**config.mk**
```make
export PLATFORM = sky130hd
export DESIGN_NAME = seq_multiplier_flat
export DESIGN_NICKNAME = d
export VERILOG_FILES = /design/src/rtl/mult_pkg.sv /design/src/rtl/seq_multiplier_if.sv /design/src/rtl/mult_adder.sv /design/src/rtl/seq_multiplier.sv /design/src/flat_wrapper.sv
export SDC_FILE = /design/constraint.sdc
export NUM_CORES = 1
export LEC_CHECK = 0
export CAP_MARGIN = 20
export CORE_ASPECT_RATIO = 1.1
export CORE_MARGIN = 3
export CORE_UTILIZATION = 49
export DETAILED_ROUTE_END_ITERATION = 12
export PLACE_DENSITY_LB_ADDON = 0.05
export SLEW_MARGIN = 20
export SYNTH_ARGS = -nofsm -noshare
export SYNTH_HDL_FRONTEND = slang
export SYNTH_SLANG_ARGS = --single-unit
```
**constraint.sdc**
```tcl
create_clock -name clk -period 5.2 [get_ports clk]
set_input_delay 0.52 -clock clk [delete_from_list [all_inputs] [get_ports clk]]
set_output_delay 0.52 -clock clk [all_outputs]
set_load 0.01 [all_outputs]
```
**src/rtl/mult_pkg.sv**
```systemverilog
// ----------------------------------------------------------------------------
// mult_pkg
// Shared types and constants for the iterative shift-add multiplier.
//   state_t        : FSM encoding {IDLE, CALC, DONE, FIX}
//   DEFAULT_WIDTH  : default operand width (Product is twice this)
//   cnt_width()    : iteration-counter width for a given operand width
//   CNT_W          : counter width for the default operand width
// ----------------------------------------------------------------------------
package mult_pkg;

    localparam int DEFAULT_WIDTH = 32;

    typedef enum logic [1:0] {
        IDLE = 2'd0,
        CALC = 2'd1,
        DONE = 2'd2,
        FIX  = 2'd3
    } state_t;

    // Counter must hold 0..w-1; keep at least one bit for degenerate widths.
    function automatic int cnt_width(input int w);
        return (w > 1) ? $clog2(w) : 1;
    endfunction

    localparam int CNT_W = cnt_width(DEFAULT_WIDTH);

endpackage

```
**src/rtl/seq_multiplier_if.sv**
```systemverilog
// ----------------------------------------------------------------------------
// seq_multiplier_if
// Run/Ready start-done bundle shared with the sequential divider.
//   Multiplicand : operand A, sampled on the Run-accept edge
//   Multiplier   : operand B, sampled on the Run-accept edge
//   Run          : start request (level-sampled)
//   Product      : 2*WIDTH-bit result register {hi,lo}
//   Ready        : Product valid and block idle
// Modports: master (requester, e.g. CPU datapath), slave (multiplier).
// ----------------------------------------------------------------------------
interface seq_multiplier_if #(
    parameter int WIDTH = mult_pkg::DEFAULT_WIDTH
);

    logic [WIDTH-1:0]   Multiplicand;
    logic [WIDTH-1:0]   Multiplier;
    logic               Run;
    logic [2*WIDTH-1:0] Product;
    logic               Ready;

    modport master (
        output Multiplicand,
        output Multiplier,
        output Run,
        input  Product,
        input  Ready
    );

    modport slave (
        input  Multiplicand,
        input  Multiplier,
        input  Run,
        output Product,
        output Ready
    );

endinterface

```
**src/rtl/mult_adder.sv**
```systemverilog
// ----------------------------------------------------------------------------
// mult_adder
// Purely combinational WIDTH-bit adder with carry-out; the arithmetic half of
// the multiplier, split out the same way as the divider's ALU.
//   a, b  : WIDTH-bit addends
//   sum   : WIDTH-bit sum
//   carry : carry-out of the MSB
// ----------------------------------------------------------------------------
module mult_adder #(
    parameter int WIDTH = mult_pkg::DEFAULT_WIDTH
) (
    input  logic [WIDTH-1:0] a,
    input  logic [WIDTH-1:0] b,
    output logic [WIDTH-1:0] sum,
    output logic             carry
);

    // Zero-extend both addends so the carry falls out as the top result bit.
    assign {carry, sum} = {1'b0, a} + {1'b0, b};

endmodule

```
**src/rtl/seq_multiplier.sv**
```systemverilog
// ----------------------------------------------------------------------------
// seq_multiplier
// Iterative shift-add multiplier: one multiplier bit per clock through a
// single WIDTH-bit adder. Product register doubles as the multiplier shift
// register: the low half starts as B and is consumed from bit 0 while the
// partial sum grows into the high half.
//
// Ports:
//   clk   : rising-edge clock
//   Reset : synchronous, active-high reset (highest priority)
//   bus   : seq_multiplier_if.slave (Multiplicand, Multiplier, Run in;
//           Product, Ready out)
//
// Latency: Run accepted at edge E0, Ready/Product final after WIDTH further
// edges (WIDTH+1 edges counting E0).
//
// Optional feature (macro MULT_SIGNED_EN): two's-complement operands. The
// magnitudes are multiplied and a FIX state negates the result when the
// operand signs differ, adding one edge of latency.
// ----------------------------------------------------------------------------
module seq_multiplier
    import mult_pkg::*;
#(
    parameter int WIDTH = DEFAULT_WIDTH
) (
    input  logic                 clk,
    input  logic                 Reset,
    seq_multiplier_if.slave      bus
);

    localparam int             CW   = cnt_width(WIDTH);
    localparam logic [CW-1:0]  LAST = CW'(WIDTH - 1);

    state_t             state;
    logic [CW-1:0]      count;
    logic [WIDTH-1:0]   mcand;
    logic [2*WIDTH-1:0] product;
    logic               ready;

    logic [WIDTH-1:0]   addend;
    logic [WIDTH-1:0]   sum;
    logic               carry;

    // Operand values captured on the accept edge.
    logic [WIDTH-1:0]   load_a;
    logic [WIDTH-1:0]   load_b;

`ifdef MULT_SIGNED_EN
    logic sign;
    logic load_sign;

    // NOTE: every signal driven from always_comb gets a value on every path,
    // otherwise synthesis infers a latch.
    // The most negative value negates to itself, which read as unsigned is
    // exactly its magnitude 2^(WIDTH-1).
    always_comb begin
        load_a    = bus.Multiplicand[WIDTH-1] ? -bus.Multiplicand : bus.Multiplicand;
        load_b    = bus.Multiplier[WIDTH-1]   ? -bus.Multiplier   : bus.Multiplier;
        load_sign = bus.Multiplicand[WIDTH-1] ^ bus.Multiplier[WIDTH-1];
    end
`else
    assign load_a = bus.Multiplicand;
    assign load_b = bus.Multiplier;
`endif

    // Add the multiplicand only when the multiplier bit under inspection is 1.
    assign addend = product[0] ? mcand : '0;

    mult_adder #(.WIDTH(WIDTH)) u_adder (
        .a     (product[2*WIDTH-1:WIDTH]),
        .b     (addend),
        .sum   (sum),
        .carry (carry)
    );

    // NOTE: all state registers use non-blocking assignments so every branch
    // reads the pre-edge values of product/count, regardless of statement order.
    always_ff @(posedge clk) begin
        if (Reset) begin
            state   <= IDLE;
            count   <= '0;
            mcand   <= '0;
            product <= '0;
            ready   <= 1'b0;
`ifdef MULT_SIGNED_EN
            sign    <= 1'b0;
`endif
        end else begin
            case (state)
                IDLE, DONE: begin
                    if (bus.Run) begin
                        mcand   <= load_a;
                        product <= {{WIDTH{1'b0}}, load_b};
                        count   <= '0;
                        ready   <= 1'b0;
                        state   <= CALC;
`ifdef MULT_SIGNED_EN
                        sign    <= load_sign;
`endif
                    end
                end

                CALC: begin
                    // Carry-out lands in the MSB; dropping it corrupts
                    // products whose high half overflows WIDTH bits.
                    product <= {carry, sum, product[WIDTH-1:1]};
                    count   <= count + 1'b1;
                    if (count == LAST) begin
`ifdef MULT_SIGNED_EN
                        state <= FIX;
`else
                        state <= DONE;
                        ready <= 1'b1;
`endif
                    end
                end

                FIX: begin
`ifdef MULT_SIGNED_EN
                    if (sign) begin
                        product <= -product;
                    end
                    ready <= 1'b1;
                    state <= DONE;
`else
                    state <= IDLE;
`endif
                end

                default: state <= IDLE;
            endcase
        end
    end

    assign bus.Product = product;
    assign bus.Ready   = ready;

endmodule
```
**src/flat_wrapper.sv**
```systemverilog
// flat-port wrapper written by rule: the top's interface ports become plain ports
module seq_multiplier_flat import mult_pkg::*;
#(
    parameter int WIDTH = DEFAULT_WIDTH
)
  (clk, Reset, bus_Multiplicand, bus_Multiplier, bus_Run, bus_Product, bus_Ready);
  seq_multiplier_if #(.WIDTH(WIDTH)) bus_i ();
  input  logic clk;
  input  logic Reset;
  input wire logic [$bits(bus_i.Multiplicand)-1:0] bus_Multiplicand;
  input wire logic [$bits(bus_i.Multiplier)-1:0] bus_Multiplier;
  input wire logic [$bits(bus_i.Run)-1:0] bus_Run;
  output wire logic [$bits(bus_i.Product)-1:0] bus_Product;
  output wire logic [$bits(bus_i.Ready)-1:0] bus_Ready;
  assign bus_i.Multiplicand = bus_Multiplicand;
  assign bus_i.Multiplier = bus_Multiplier;
  assign bus_i.Run = bus_Run;
  assign bus_Product = bus_i.Product;
  assign bus_Ready = bus_i.Ready;
  seq_multiplier #(.WIDTH(WIDTH)) u_core (.clk(clk), .Reset(Reset), .bus(bus_i));
endmodule
```
==> run metrics, run 1 <==
DP HPWL=10,400 um; crit path time final=3240 ps; Via-to-Cell Ratio=5.63; top post-synthesis cells by area=dfxtp_1 37%, a21oi_1 8.4%, nand2_1 8.0%, ha_1 7.6%, a22oi_1 5.2%; CTS resizes=0; Hold Startpoint=u_core.mcand[30]; antenna violations before repair=0; Ys Warns=0; Slew Viols, Final=0; Post-route DRC=0; Min-Delay Path Depth=2; Crit Reg-Reg Endpoint=u_core.bus.Product[61]; CTS root buf=clkbuf_16; worst r2r src=u_core.bus.Product[0]; GP Congestion=0.894; H-Tree Depth=3; layout cells sized above 1=4.89%; DR pass1 iterations=5; vias in the first global route=5,290; top-level I/O count=132; setup bufs post-CTS=0; Critical Path Fanout Max=34; CP Data Required Time=5460 ps; Core Region=11,100 um2; Post-DP Area=6980 um2; cell area after layout=7310 um2; PortBufs=131; Hold Path Sink=u_core.mcand[30]; Leakage=0.00296 uW; pin count of the biggest net entering global routing=63; first-pass GRT wire length=25,000 um; final total power=1760 uW; r2r worst-path depth=12; hold_buf cts=0; Setup Viol. Count Final=0; Max IR drop VDD=215 uV; Avg WL per Cell=15.7 um; Max Cap Viol=0; drt initial violations=273; ANT cells=0; TritonCTS buffer count=9; Cells after Synth=696; Mean Syn Cell Area=8.09 um2; r2r setup slk=1960 ps; Util after Layout=66.1%; die area=12,800 um2; critical path arrival=3490 ps; PD cells=241 nW/um2; top_reg_cell synth=dfxtp_1; register clock-pin slew on the reported worst setup and hold paths=70 ps; Row Count=40; leading area contributor after synthesis=dfxtp_1; number of flops mapped to enable cells by yosys=0; post-synthesis sequential area ratio=37.0%; Clock Sinks=104; RSZ-0062 raised after global routing=false; Hold Crit Class=reg2reg; Distinct cells, synth=57; kind of critical path=reg2reg; Hold Vio Cnt, Final=0; post-route ant nets=0; Congestion Overflow GR=0; nets=895; share of the synthesized area in the top cell type=37.0%; status=finished clean; TritonCTS clock tree=done; fmax=309 MHz; die width=108 um; mapped cell area=5630 um2; Total GRT Usage=23.8%; syn_nets=798; Slew Limit Headroom=33.4%; CP Launch Type=register; clk_lat worst skew=360 ps; CTS Buffer Depth=2; period utilisation layout=62.2%; ys async rst share=0%; Starting Density=50.9%; via count of the routed design=5,323; critical path endpoint category=register; total negative slack=0 ps; DRT Wirelength=14,900 um; Layout area overhead=29.9%; Seq cells post-synth=104; Layout Skew=7.43 ps; Die Ht=118 um; Worst-Margin Slew=997 ps
## placed cells by master, fill, tap and decap left out, drive strengths merged, types with 7 or more instances in the layout
cell type      synthesis  final
a211oi                 7      7
a21o                  19     19
a21oi                 95     95
a22o                  19     19
a22oi                 39     39
and2                  36     36
buf                   13      7
clkbuf                38      9
clkdlybuf4s50          0    130
dfxtp                104    104
ha                    34     34
inv                    9     10
nand2                120    120
nand3                 12     12
nor2                  35     35
nor2b                  7      7
nor3                   8      8
o21ai                 17     17
xnor2                 16     16
xor2                   9      9
## registers in the layout, summed over array words and instances, names as in the netlist
register / count
u_core.state: 2
u_core.bus.Product: 64
u_core.count: 5
u_core.mcand: 32
u_core.bus.Ready: 1
## worst max path at each step
stage | to | start | depth (start not counted) | slack [ps]
after floorplan | u_core.bus.Product[57] | u_core.bus.Product[0] | 12 | 2510
final | u_core.bus.Product[61] | u_core.bus.Product[0] | 12 | 1960
after global placement | u_core.bus.Product[61] | u_core.bus.Product[0] | 12 | 1770
after global routing | u_core.bus.Product[57] | u_core.bus.Product[0] | 12 | 1710
after CTS | u_core.bus.Product[61] | u_core.bus.Product[0] | 12 | 1650
after detailed placement | u_core.bus.Product[61] | u_core.bus.Product[0] | 12 | 1680
## power by group
| part | switching (uW) | internal, uW |
|---|---|---|
| clock | 320 | 330 |
| sequential | 28.2 | 832 |
| combinational | 124 | 125 |
| total | 473 | 1290 |
## layout make-up
cell class	instances	area [um2]
fill	976	3750
multi-input combinational	532	3340
clock buffer	9	225
inverter	9	33.8
tap	147	184
clock inverter	7	57.6
timing repair buffer	137	1390
sequential	104	2080
## per-stage QoR
step	std cells	worst slack [ps]	hold WS (ps)
after floorplan	696	2510	432
after global placement	927	1770	442
after detailed placement	927	1680	443
after CTS	943	1650	452
after global routing	945	1710	476
final	945	1960	450
## synthesized netlist by cell type (3+ instances only)
cell type and count:
a211oi_1 7, a21o_1 19, a21oi_1 94, a22o_1 19
a22oi_1 39, a31oi_1 6, and2_1 35, buf_1 6
buf_2 6, clkbuf_1 38, dfxtp_1 104, ha_1 34
inv_1 9, nand2_1 120, nand2b_1 5, nand3_1 12
nand4_1 4, nor2_1 35, nor2b_1 7, nor3_1 8
o21a_1 6, o21ai_0 15, o21bai_1 3, xnor2_1 16
xor2_1 9
## cell families after synthesis
logic type | synth area share (%)
AOI/OAI and AO/OA | 28.1
and+or+nand+nor | 18.9
DFF | 37.0
buffers and inverters | 4.27
adders and majority gates | 7.91
xor gates and xnor gates | 3.89
## critical path: stages (launching register included)
cell and delay, ps:
dfxtp_2 700, and2_1 220, ha_1 150, inv_1 50
fa_1 370, nor2b_1 230, o31ai_2 120, a21o_1 220
o21a_1 260, o221ai_2 300, a41oi_2 170, xnor2_1 150
a22o_1 190
## layer usage
| layer | share of wire [%] | GRT usage, % | vias to the layer above |
|---|---|---|---|
| li1 | - | - | 2656 |
| met1 | 44 | 29.7 | 2520 |
| met2 | 50 | 39.9 | 125 |
| met3 | 4.6 | 5.41 | 22 |
| met4 | 1.9 | 7.97 | 0 |
| met5 | 0 | 0 | - |
(Power assumes the default switching activity.)
==> run 2, diff against run 1 <==
- clock period: 5.2 -> 3.1 ns (I/O delays scaled with it)
==> run 2 against run 1 <==
Effect of this change:
- clock power rose by 89%
- sequential share of layout area shrank 0.28 points
- combinational power increased by 70%
- critical path type unchanged
- highest routed layer unchanged
- flip-flop and latch count unchanged
- fmax grew 12%
==> run metrics, run 2 (synthesized netlist as in run 1, its figures left out) <==
status=finished clean; Core Region=11,100 um2 (unchanged); nets=905 (+1.1%); setup bufs post-CTS=0 (unchanged); Setup Viol. Count Final=0 (unchanged); DP HPWL=11,000 um (+5.7%); Post-route DRC=0 (unchanged); Hold Startpoint=u_core.mcand[0]; Critical Path Fanout Max=10 (-71%); wire length on met3=662 um (-3.8%); DR pass1 iterations=5 (unchanged); critical path endpoint category=register; Leakage=0.00302 uW (+2.0%); Hold Crit Class=reg2reg; TritonCTS buffer count=9 (unchanged); leading cell type in the layout, fill and taps excluded=clkdlybuf4s50_1; die area=12,800 um2 (unchanged); RSZ-0062 raised after global routing=false; r2r worst-path depth=11 (-1); commonest non-fill, non-tap cells in the layout=130 x clkdlybuf4s50_1, 120 x nand2_1, 104 x dfxtp_1, 94 x a21oi_1, 39 x a22oi_1; total negative slack=0 ps (unchanged); Max Cap Viol=0 (unchanged); Crit Reg-Reg Endpoint=u_core.bus.Product[59]; hold_buf cts=0 (unchanged); Die Ht=118 um (unchanged); vias in the first global route=5,412 (+2.3%); Starting Density=50.9% (unchanged); clk_lat worst skew=350 ps (about the same); GP Congestion=0.910 (+1.8%); Met2 Wirelength=7550 um (+1.8%); Slew Viols, Final=0 (unchanged); r2r setup slk=210 ps (-1760 ps); top-level I/O count=132 (unchanged); Hold Path Sink=u_core.mcand[0]; drt initial violations=248 (-9.2%); worst r2r src=u_core.bus.Product[0]; antenna violations before repair=0 (unchanged); Worst-Margin Slew=748 ps (-250 ps); crit path time final=2890 ps (-341 ps); Layout area overhead=31.1%; CTS Buffer Depth=2 (unchanged); fmax=346 MHz (+12%); final total power=3090 uW (+76%); CTS root buf=clkbuf_16; die width=108 um (unchanged); period utilisation layout=93.4% (+31 points); max FFs per register=64 (unchanged); Row Count=40 (unchanged); post-route ant nets=0 (unchanged); register clock-pin slew on the reported worst setup and hold paths=70 ps (about the same); Hold Vio Cnt, Final=0 (unchanged); via count of the routed design=5,416 (+1.7%); Max IR drop VDD=318 uV (+48%); DRT Wirelength=15,300 um (+2.7%); Slew Limit Headroom=50.2% (+17 points); H-Tree Depth=3 (unchanged); Avg WL per Cell=16.0 um (+1.7%); critical path arrival=3140 ps (-350 ps); ANT cells=0 (unchanged); TritonCTS clock tree=done; Clock Sinks=104 (unchanged); PortBufs=131 (unchanged); kind of critical path=reg2reg; PD cells=419 nW/um2 (+74%); Total GRT Usage=24.2% (+0.48 points); layout cells sized above 1=5.82% (+0.93 points); CTS resizes=0 (unchanged); CP Launch Type=register; CP Data Required Time=3350 ps (-2110 ps); first-pass GRT wire length=25,400 um (+1.6%); Via-to-Cell Ratio=5.67 (+0.68%); Met1 Routed Length=6640 um (+2.4%); Congestion Overflow GR=0 (unchanged); Min-Delay Path Depth=2 (unchanged); pin count of the biggest net entering global routing=50 (-21%); max layer used=met4; Layout Skew=5.08 ps (-2.35 ps)
-- run 2: cell types whose count changed in the layout (fill, tap and decap cells not counted), sizes merged --
| cell | change |
|---|---|
| buf | +10 |
| clkinv | -1 |
| bufinv | +2 |
| clkinvlp | -1 |
-- run 2: final cells by class --
class / instances / area (um2)
fill: 937 / 3680
multi-input combinational: 532 / 3340
sequential: 104 / 2080
timing repair buffer: 147 / 1430
clock buffer: 9 / 225
tap: 147 / 184
clock inverter: 7 / 95.1
inverter: 9 / 33.8
-- run 2: layer usage --
| layer | vias up | GRT usage (%) |
|---|---|---|
| li1 | 2685 | - |
| met1 | 2571 | 29.7 |
| met2 | 127 | 41.6 |
| met3 | 33 | 4.21 |
| met4 | 0 | 9.94 |
| met5 | - | 0 |
-- run 2: worst max-delay path: stages, from the launching register on --
cell and delay [ps]:
dfxtp_1 350, buf_4 180, and2_1 170, ha_1 320, nor2b_1 180, o31ai_2 280
a21o_1 240, o21ai_1 100, a221o_1 430, a41oi_2 280, xnor2_1 90, a22o_1 190
-- run 2: power by group --
part | internal (uW) | switching [uW] | leakage [uW] | total (uW)
clock network | 709 | 523 | 0.000156 | 1230
registers | 1400 | 42.0 | 0.000849 | 1440
logic | 207 | 217 | 0.00201 | 424
-- run 2: how the worst max path moves through the flow --
stage | start | end | slack, ps | cells past startpoint
finish | u_core.bus.Product[0] | u_core.bus.Product[59] | 210 | 11
global route | u_core.bus.Product[0] | u_core.bus.Product[60] | 10 | 11
CTS | u_core.bus.Product[0] | u_core.bus.Product[59] | 240 | 11
detailed placement | u_core.bus.Product[0] | u_core.bus.Product[61] | 280 | 12
global placement | u_core.bus.Product[0] | u_core.bus.Product[61] | 360 | 12
floorplan | u_core.bus.Product[0] | u_core.bus.Product[57] | 410 | 12
-- run 2: through the flow --
stage	cell area [um2]	hold WS (ps)	utilization (%)	worst slack, ps	instances
finish	7380	454	66.8	206	955
global route	7380	474	66.8	14.8	955
CTS	7380	456	66.8	238	955
detailed placement	7060	445	63.9	281	939
global placement	7060	441	63.9	356	939
floorplan	5630	432	-	409	696
==> run 3, diff against run 2 <==
- CORE_MARGIN: 3 -> 2
==> run 3 against run 2 <==
Effect of this change:
- die area shrank 3.5%
- combinational power is essentially flat
- final cell count is 0.10% lower
- clock-buffer cell count rose by 1
- non-clock buffer count is 4 lower
- worst hold slack lost 73 ps
- cell area fell by 0.37%
- first-iteration DRC count decreased by 6.9%
- register-to-register slack gained 30 ps
- clock power is 4% lower
- power decreased by 1.8%
- clock skew rose by 5.2 ps
- largest cell class unchanged
- highest routed layer unchanged
==> run metrics, run 3 (synthesized netlist as in run 1, its figures left out) <==
status=finished clean; dpl cells=938 (-0.11%); Logic pwr share=14.0% (+0.3 points); leading cell type in the layout, fill and taps excluded=clkdlybuf4s50_1; die width=106 um (-1.8%); fillers=1,031 (+10%); RSZ-0062 raised after global routing=false; CP Launch Type=register; CTS root buf=clkbuf_16; Row Count=41 (+2.5%); WHS=381 ps (-73.0 ps); Setup Viol. Count Final=0 (unchanged); Leakage=0.00299 uW (-0.98%); Max Cap Viol=0 (unchanged); kind of critical path=reg2reg; Starting Density=49.7% (-1.2 points); Min-Delay Path Depth=2 (unchanged); layout cells sized above 1=5.35% (-0.47 points); pin count of the biggest net entering global routing=45 (-10%); Sw Pwr=782 uW (+0.12%); top-level I/O count=132 (unchanged); Slew Viols, Final=0 (unchanged); max FFs per register=64 (unchanged); PD cells=413 nW/um2 (-1.5%); Layout area overhead=30.6%; Core Region=11,300 um2 (+2.5%); Max IR drop VDD=358 uV (+12%); Int Power=2260 uW (-2.5%); critical path arrival=3120 ps (-20 ps); Hold Crit Class=in2reg; r2r worst-path depth=12 (+1); sw frac=25.8% (+0.50 points); die area=12,400 um2 (-3.5%); period utilisation layout=92.5% (-0.82 points); Final Non-Filler Cells=954 (-0.10%); clk_lat worst skew=360 ps (about the same); Met2 Wirelength=7580 um (+0.42%); wire length on met3=705 um (+6.5%); Slew Limit Headroom=50.5% (+0.33 points); TritonCTS clock tree=done; DR pass1 iterations=5 (unchanged); hold_buf cts=0 (unchanged); ANT cells=0 (unchanged); first-pass GRT wire length=24,800 um (-2.3%); total negative slack=0 ps (unchanged); GP Congestion=0.901 (-0.92%); Worst-Margin Slew=743 ps (-4.97 ps); vias in the first global route=5,250 (-3.0%); max layer used=met4; nets=901 (-0.44%); critical path endpoint category=register; via count of the routed design=5,335 (-1.5%); Clock Sinks=104 (unchanged); drt initial violations=231 (-6.9%); PortBufs=131 (unchanged); Layout Skew=10.3 ps (+5.22 ps); setup bufs post-CTS=0 (unchanged); Congestion Overflow GR=0 (unchanged); Post-route DRC=0 (unchanged); fmax=349 MHz (+0.89%); DRT Wirelength=15,200 um (-0.63%); antenna violations before repair=0 (unchanged); TritonCTS buffer count=9 (unchanged); register clock-pin slew on the reported worst setup and hold paths=70 ps (about the same); Flop pwr share=47.3% (+0.8 points); Total GRT Usage=24.9% (+0.71 points); cell area after layout=7360 um2 (-0.37%); crit path time final=2870 ps (-25.5 ps); Via-to-Cell Ratio=5.59 (-1.4%); Avg WL per Cell=15.9 um (-0.53%); Critical Path Fanout Max=4 (-6); Die Ht=116 um (-1.7%); CP Data Required Time=3350 ps (about the same); H-Tree Depth=3 (unchanged); CTS resizes=0 (unchanged); Met1 Routed Length=6560 um (-1.2%); CTS Buffer Depth=2 (unchanged); DP HPWL=11,100 um (+0.69%); Post-DP Area=7050 um2 (-0.19%); clock share of power=38.7% (-1.1 points); Util after Layout=64.9% (-1.9 points); post-route ant nets=0 (unchanged); Hold Vio Cnt, Final=0 (unchanged); commonest non-fill, non-tap cells in the layout=130 x clkdlybuf4s50_1, 120 x nand2_1, 104 x dfxtp_1, 94 x a21oi_1, 39 x a22oi_1
## run 3: power by group through the flow
stage          registers, uW  clock network [uW]  logic (uW)
6_report                1440                1180         426
5_1_grt                 1440                1250         467
4_1_cts                 1440                1200         429
3_5_place_dp            1470                   0         427
3_3_place_gp            1470                   0         419
2_1_floorplan           1470                   0         194
## run 3: critical path: stages (launching register included)
cell and delay (ps):
dfxtp_1 410, and2_1 160, ha_1 160, inv_1 50, fa_1 370, nor2b_1 220
o31ai_2 110, a21o_1 210, o21a_1 250, o221ai_2 300, a41oi_2 170, xnor2_1 160
a22o_1 190
## run 3: path summary, 6_finish.rpt
| path | start | endpoint | slack (ps) |
|---|---|---|---|
| setup / recovery | u_core.bus.Product[0] | u_core.bus.Product[61] | 230 |
| hold / removal | Reset | u_core.bus.Product[41] | 380 |
| setup reg to reg | u_core.bus.Product[0] | u_core.bus.Product[61] | 230 |
| hold reg to reg | u_core.mcand[29] | u_core.mcand[29] | 450 |
## run 3: layer usage
| layer | track usage [%] | up-vias |
|---|---|---|
| met4 | 11.1 | 0 |
| met2 | 43.8 | 124 |
| li1 | - | 2685 |
| met1 | 29.9 | 2498 |
| met5 | 0 | - |
| met3 | 4.74 | 28 |
## run 3: layout make-up
type,instances,area [um2],share of cell area (%)
multi-input combinational,532,3340,45.4
sequential,104,2080,28.3
timing repair buffer,143,1410,19.2
clock buffer,10,239,3.25
tap,150,188,2.55
clock inverter,6,67.6,0.919
inverter,9,33.8,0.459
## run 3: metrics by stage
step | worst slack, ps | total power, uW
6_report | 231 | 3040
5_1_grt | 0.279 | 3160
4_1_cts | 226 | 3070
3_5_place_dp | 243 | 1890
3_3_place_gp | 314 | 1890
2_1_floorplan | 409 | 1670
